### src/rtl/stack_pkg.sv
// Shared op codes and per-op entry counts for the stack arbiter.
package stack_pkg;

    // Command op codes as they appear on reqN_op and sm_ctl.
    typedef enum logic [1:0] {
        OpPop       = 2'b00,
        OpPushHalf  = 2'b01,
        OpPushFull  = 2'b10,
        OpPushSplit = 2'b11
    } stack_op_e;

    // Number of stack entries each op moves (POP removes, pushes add).
    localparam logic [1:0] CntPop       = 2'd1;
    localparam logic [1:0] CntPushHalf  = 2'd1;
    localparam logic [1:0] CntPushFull  = 2'd1;
    localparam logic [1:0] CntPushSplit = 2'd2;

    // Magnitude of the level change caused by an op.
    function automatic logic [1:0] op_count(stack_op_e op);
        logic [1:0] cnt;
        unique case (op)
            OpPop:       cnt = CntPop;
            OpPushHalf:  cnt = CntPushHalf;
            OpPushFull:  cnt = CntPushFull;
            OpPushSplit: cnt = CntPushSplit;
        endcase
        return cnt;
    endfunction

    // True for the only op that shrinks the stack.
    function automatic logic op_is_pop(stack_op_e op);
        return op == OpPop;
    endfunction

endpackage

### src/rtl/rr_arb2.sv
// Two-way round-robin arbiter. A lone request always wins; on contention the
// pointer picks the winner. The pointer toggles whenever a grant is accepted.
module rr_arb2 (
    input  logic       clk,
    input  logic       rst,
    input  logic [1:0] req,
    input  logic       advance,
    output logic [1:0] grant
);

    logic ptr_q;
    logic ptr_d;

    // Grant: pass a single request straight through, pointer breaks ties.
    always_comb begin
        grant = req;
        if (req == 2'b11) begin
            grant = ptr_q ? 2'b10 : 2'b01;
        end
    end

    // Pointer next state: move to the other requester after each acceptance.
    always_comb begin
        ptr_d = ptr_q;
        if (advance) begin
            ptr_d = ~ptr_q;
        end
    end

    // Pointer register with synchronous reset to requester 0.
    always_ff @(posedge clk) begin
        if (rst) begin
            ptr_q <= 1'b0;
        end else begin
            ptr_q <= ptr_d;
        end
    end

endmodule

### src/rtl/stack_arb.sv
// Two-requester front end for a stack datapath. Arbitrates commands, checks
// them against the tracked occupancy, issues legal ones to the datapath and
// returns a one-cycle-later completion for every accepted command.
module stack_arb
    import stack_pkg::*;
#(
    parameter int unsigned DATA_WIDTH = 32,  // must be even
    parameter int unsigned STACK_SIZE = 3    // must fit the 2-bit level port
) (
    input  logic                  clk,
    input  logic                  rst,
    input  logic                  req0_valid,
    input  logic [1:0]            req0_op,
    input  logic [DATA_WIDTH-1:0] req0_data,
    output logic                  req0_ready,
    input  logic                  req1_valid,
    input  logic [1:0]            req1_op,
    input  logic [DATA_WIDTH-1:0] req1_data,
    output logic                  req1_ready,
    output logic                  sm_valid,
    output logic [1:0]            sm_ctl,
    output logic [DATA_WIDTH-1:0] sm_data_in,
    input  logic [DATA_WIDTH-1:0] sm_data_out,
    input  logic                  sm_wait,
    output logic                  rsp_valid,
    output logic                  rsp_id,
    output logic                  rsp_err,
    output logic [DATA_WIDTH-1:0] rsp_data,
    output logic [1:0]            level
);

    localparam int unsigned HalfW      = DATA_WIDTH / 2;
    localparam logic [3:0]  StackSizeW = 4'(STACK_SIZE);

    logic                  issue_en;
    logic [1:0]            arb_req;
    logic [1:0]            grant;
    logic                  hs;
    logic                  sel;
    stack_op_e             sel_op;
    logic [DATA_WIDTH-1:0] sel_data;
    logic [1:0]            sel_cnt;
    logic                  sel_pop;
    logic                  legal;

    logic [1:0] level_q,     level_d;
    logic       rsp_valid_q, rsp_valid_d;
    logic       rsp_id_q,    rsp_id_d;
    logic       rsp_err_q,   rsp_err_d;
    logic       rsp_pop_q,   rsp_pop_d;

    // Issue slot is open unless in reset or the datapath is stalling.
    // The response stage is a single register drained every cycle, so it
    // never blocks a new issue.
    assign issue_en = ~rst & ~sm_wait;
    assign arb_req  = issue_en ? {req1_valid, req0_valid} : 2'b00;

    rr_arb2 u_arb (
        .clk     (clk),
        .rst     (rst),
        .req     (arb_req),
        .advance (hs),
        .grant   (grant)
    );

    assign req0_ready = grant[0];
    assign req1_ready = grant[1];

    // Select the granted command and decide whether the stack can take it.
    always_comb begin
        hs       = |grant;
        sel      = grant[1];
        sel_op   = stack_op_e'(sel ? req1_op : req0_op);
        sel_data = sel ? req1_data : req0_data;
        sel_cnt  = op_count(sel_op);
        sel_pop  = op_is_pop(sel_op);
        if (sel_pop) begin
            legal = (level_q != 2'd0);
        end else begin
            legal = ({2'b00, level_q} + {2'b00, sel_cnt}) <= StackSizeW;
        end
    end

    // Datapath command: only legal handshakes reach the stack; fields idle at 0.
    always_comb begin
        sm_valid   = hs & legal;
        sm_ctl     = 2'b00;
        sm_data_in = '0;
        if (sm_valid) begin
            sm_ctl = sel_op;
            unique case (sel_op)
                OpPop:       sm_data_in = '0;
                OpPushHalf:  sm_data_in = {{HalfW{1'b0}}, sel_data[HalfW-1:0]};
                // The datapath splits a PUSH_SPLIT operand itself.
                OpPushFull:  sm_data_in = sel_data;
                OpPushSplit: sm_data_in = sel_data;
            endcase
        end
    end

    // Occupancy and response next state.
    always_comb begin
        level_d = level_q;
        if (sm_valid) begin
            level_d = sel_pop ? (level_q - sel_cnt) : (level_q + sel_cnt);
        end
        rsp_valid_d = hs;
        rsp_id_d    = sel;
        rsp_err_d   = hs & ~legal;
        rsp_pop_d   = sm_valid & sel_pop;
    end

    // State registers; reset also discards any in-flight response.
    always_ff @(posedge clk) begin
        if (rst) begin
            level_q     <= 2'd0;
            rsp_valid_q <= 1'b0;
            rsp_id_q    <= 1'b0;
            rsp_err_q   <= 1'b0;
            rsp_pop_q   <= 1'b0;
        end else begin
            level_q     <= level_d;
            rsp_valid_q <= rsp_valid_d;
            rsp_id_q    <= rsp_id_d;
            rsp_err_q   <= rsp_err_d;
            rsp_pop_q   <= rsp_pop_d;
        end
    end

    assign rsp_valid = rsp_valid_q;
    assign rsp_id    = rsp_id_q;
    assign rsp_err   = rsp_err_q;
    // Popped value arrives from the datapath in the response cycle.
    assign rsp_data  = rsp_pop_q ? sm_data_out : '0;
    assign level     = level_q;

endmodule

### config.mk
export PLATFORM = sky130hd
export DESIGN_NAME = stack_arb
export DESIGN_NICKNAME = d
export VERILOG_FILES = /design/src/rtl/stack_pkg.sv /design/src/rtl/rr_arb2.sv /design/src/rtl/stack_arb.sv
export SDC_FILE = /design/constraint.sdc
export NUM_CORES = 1
export LEC_CHECK = 0
export BUFFER_PORTS_ARGS = -buffer_cell sky130_fd_sc_hd__clkbuf_2
export CORE_AREA = 2 2 70 72
export CTS_BUF_LIST = sky130_fd_sc_hd__clkbuf_16
export CTS_CLUSTER_SIZE = 8
export DETAILED_ROUTE_END_ITERATION = 12
export DIE_AREA = 0 0 72 74
export GPL_TIMING_DRIVEN = 0
export PLACE_DENSITY = 0.74
export SYNTH_ARGS = -nofsm -noshare
export SYNTH_HDL_FRONTEND = slang
export SYNTH_HIERARCHICAL = 1
export SYNTH_SLANG_ARGS = --single-unit
export TNS_END_PERCENT = 20
### constraint.sdc
create_clock -name clk -period 9.9 [get_ports clk]
set_input_delay 1.98 -clock clk [delete_from_list [all_inputs] [get_ports clk]]
set_output_delay 1.98 -clock clk [all_outputs]
set_load 0.005 [all_outputs]
==> results_dict.tcl <==
set metrics [dict create \
    required_ns 7.92 \
    antenna_found_initial 0 \
    ir_drop_uv 71.2 \
    fp.dieW_um 72 \
    cts.sinks 7 \
    cts_resized 0 \
    holdPathEnd "level[1]$_SDFFE_PP0P_" \
    synth_most_common_cell "nor2_1" \
    rows 25 \
    cts_tree "yes" \
    finish.utilization_pct 48.3 \
    vias 1740 \
    fin_crit_sh_pct 71.7 \
    hold_viol 0 \
    period_minus_slack_ns 7.10 \
    drive_gt1_share_pct 57.1 \
    grt_max_degree 11 \
    clkSlewWorstSetupHoldPaths_ns 0.04 \
    cts_hold_buf 0 \
    r2r_setup_slack_ns 7.13 \
    synth_area_per_cell_um2 7.34 \
    drv_cap 0 \
    synth-simple-area-share_pct 41.3 \
    multi_input_area_um2 966 \
    die_h_um 74 \
    place_congestion 0.843 \
    viasPerCell 4.38 \
    pwr-share-comb_pct 37.5 \
    fin_nets 452 \
    placeableCoreArea_um2 4600 \
    yosys-top-cells-count "38 x nor2_1, 35 x mux2i_1, 32 x and2_1, 7 x dfxtp_1, 7 x inv_1" \
    async_flop_share_pct 0 \
    yosysWarnings 6 \
    p_leak_nw 1.27 \
    critical_path.max_fanout 10 \
    synthTopCellsByArea "mux2i_1 30%, and2_1 17%, nor2_1 12%" \
    rsz0062_at_grt "no" \
    relSlewSlack_pct 71.6 \
    drc 0 \
    grt_first_pass_wirelength_mm 6.72 \
    synth_seq_cells 7 \
    synth-compound-area-share_pct 6.24 \
    drt_iter0_markers 33 \
    yosysSeqAreaShare_pct 11.9 \
    htree_levels 1 \
    holdCritStartpoint "level[1]$_SDFFE_PP0P_" \
    netSwitchingPower_mw 0.0419 \
    hold_path_depth 2 \
    io_pins 179 \
    post-dp-hpwl_mm 4.10 \
    power_density_nw_per_um2 70.5 \
    swShare_pct 26.7 \
    synthAdderAreaFrac_pct 3.81 \
    regArea_um2 140 \
    critPathLaunchType "primary input" \
    fin_tns_setup_ns 0 \
    grt_pass1_vias 1554 \
    clk_latency_ns 0.23 \
    worst_clock_skew_ns 0.000608 \
    cp_num_buf_inv 6 \
    crit_family "simple AND/OR/NAND/NOR gates" \
    routed_wl_mm 4.40 \
    p_int_mw 0.115 \
    r2r_end "level[0]$_SDFFE_PP0P_" \
    syn_area_um2 1180 \
    drv_slew 0 \
    wl_per_cell_um 11.1 \
    worstPathCellList "clkbuf_2 -> clkbuf_1 -> nor3b_1 -> a21boi_0 -> buf_4 -> mux2i_1 -> or2_2 -> ha_1 -> inv_1 -> fa_1 -> nor3_2 -> nand3b_4 -> buf_4 -> nor2_1 -> clkbuf_2" \
    crit_type "in -> out" \
    r2r_cells 11 \
    rr_startpoint "u_arb/ptr_q$_SDFFE_PP0P_" \
    antenna_cells 0 \
    synthFlopType "dfxtp_1" \
    first_pass_iters 3 \
    cp_data_arrival_time_ns 5.12 \
    synth_xor_area_share_pct 0.741 \
    grt_usage_pct 15.6 \
    yosysTopAreaCellShare_pct 29.6 \
    final_antenna_net_count 0 \
    clk_path_buf_depth 2 \
    synth_mux_area_share_pct 29.6 \
    die-area_um2 5330 \
    area_growth_pct 87.7 \
    tightest_slew_ns 0.422 \
    numCtsBuffers 3 \
    max_freq_ghz 0.141 \
    netlist_instances 161 \
    critical-path-max-stage-delay_ns 0.45 \
    seq_power_share_pct 19.9 \
    start_util_pct 25.7 \
    synth_top_family_by_area "simple AND/OR/NAND/NOR gates" \
    final.fill_count 466 \
    crit_slowest_cell "fa_1" \
    min_path_type "reg -> reg" \
    synth_edf_count 0 \
    port_buffers 178 \
    outcome "completed" \
    grt_overflow 0 \
    cp-end-kind "primary output" \
    cts_setup_buffers 0 \
    setup_violations 0 \
    cts_root_buf "clkbuf_16" \
    yosys.cell_types.count 33 \
    synth_area_leader_cell "mux2i_1" \
    syn_nets 269 \
    pwr-share-clk_pct 42.6 \
]
==> how the worst max path moves through the flow <==
stage	start	to	slack [ns]	cells after the start
after floorplan	rst	sm_data_in[22]	3.36	13
after global placement	rst	sm_data_in[26]	2.81	15
after detailed placement	rst	sm_data_in[30]	2.74	15
after CTS	rst	sm_data_in[30]	2.73	15
after global routing	rst	sm_data_in[30]	2.42	15
final	rst	sm_data_in[30]	2.80	15
==> power groups by stage <==
stage	combinational (mW)	sequential, mW	clock (mW)
floorplan	0.0276	0.0313	0
global placement	0.0581	0.0315	0
detailed placement	0.0594	0.0315	0
CTS	0.0596	0.0312	0.0677
global route	0.0658	0.0314	0.0701
finish	0.0586	0.0311	0.0667
==> registers in the layout, indices dropped and copies added (netlist names) <==
register,cells
rsp_valid,1
rsp_pop_q,1
u_arb/ptr_q,1
level,2
rsp_err,1
rsp_id,1
==> per-stage QoR <==
| stage | hold WS [ns] | std cells | setup WS, ns | power (mW) | instance area, µm² |
|---|---|---|---|---|---|
| 4_1_cts | 0.548 | 397 | 2.73 | 0.158 | 2220 |
| 6_report | 0.547 | 397 | 2.80 | 0.156 | 2220 |
| 3_5_place_dp | 0.535 | 393 | 2.74 | 0.0909 | 2140 |
| 3_3_place_gp | 0.526 | 393 | 2.81 | 0.0896 | 2140 |
| 2_1_floorplan | 0.501 | 161 | 3.36 | 0.0589 | 1180 |
| 5_1_grt | 0.585 | 397 | 2.42 | 0.167 | 2220 |
==> worst reg2reg max path, stage by stage, from the launching register on <==
cell,delay (ns)
dfxtp_1,0.36
inv_1,0.06
a21boi_0,0.27
buf_4,0.27
mux2i_1,0.29
or2_2,0.19
ha_1,0.14
inv_1,0.04
fa_1,0.45
nor3_2,0.28
o22ai_1,0.12
a211oi_1,0.22
==> cells in the final DEF (no fill, tap or decap), types with 2 or more instances in the layout <==
cell type and n:
ha_1 2, a21boi_0 2, mux2i_1 35, a21oi_1 2, inv_1 8, o21ai_0 2
and2_1 32, clkbuf_16 3, dfxtp_1 7, nor2_1 38, or2_2 2, nor3_1 2
buf_2 4, clkbuf_2 178, nor3b_1 2, clkbuf_1 4, buf_4 2
==> logic make-up (layout without fill, tap and decap cells) <==
group,count (synthesis),in the layout
AO/OA/AOI/OAI,11,11
XOR/XNOR,1,1
adder cells (fa/ha/maj),3,3
buffers and inverters,17,199
flip-flops,7,7
multiplexers,35,35
AND/OR/NAND/NOR,87,87
==> cell type report <==
class                   count  area share (%)
multi-input cells         137            43.5
repair buffers            178            40.1
flip-flops and latches      7            6.31
clock buffers               3            3.38
well taps                  54            3.04
plain buffers              10            2.25
inverters                   7            1.18
clock inverters             1           0.169
==> routing by layer <==
layer	up-vias	track usage (%)	share of wire [%]
li1	899	-	-
met1	731	16.0	35
met2	108	33.4	55
met3	2	2.30	8.8
met4	0	2.31	0.27
met5	-	0	0
(Power assumes the default switching activity.)
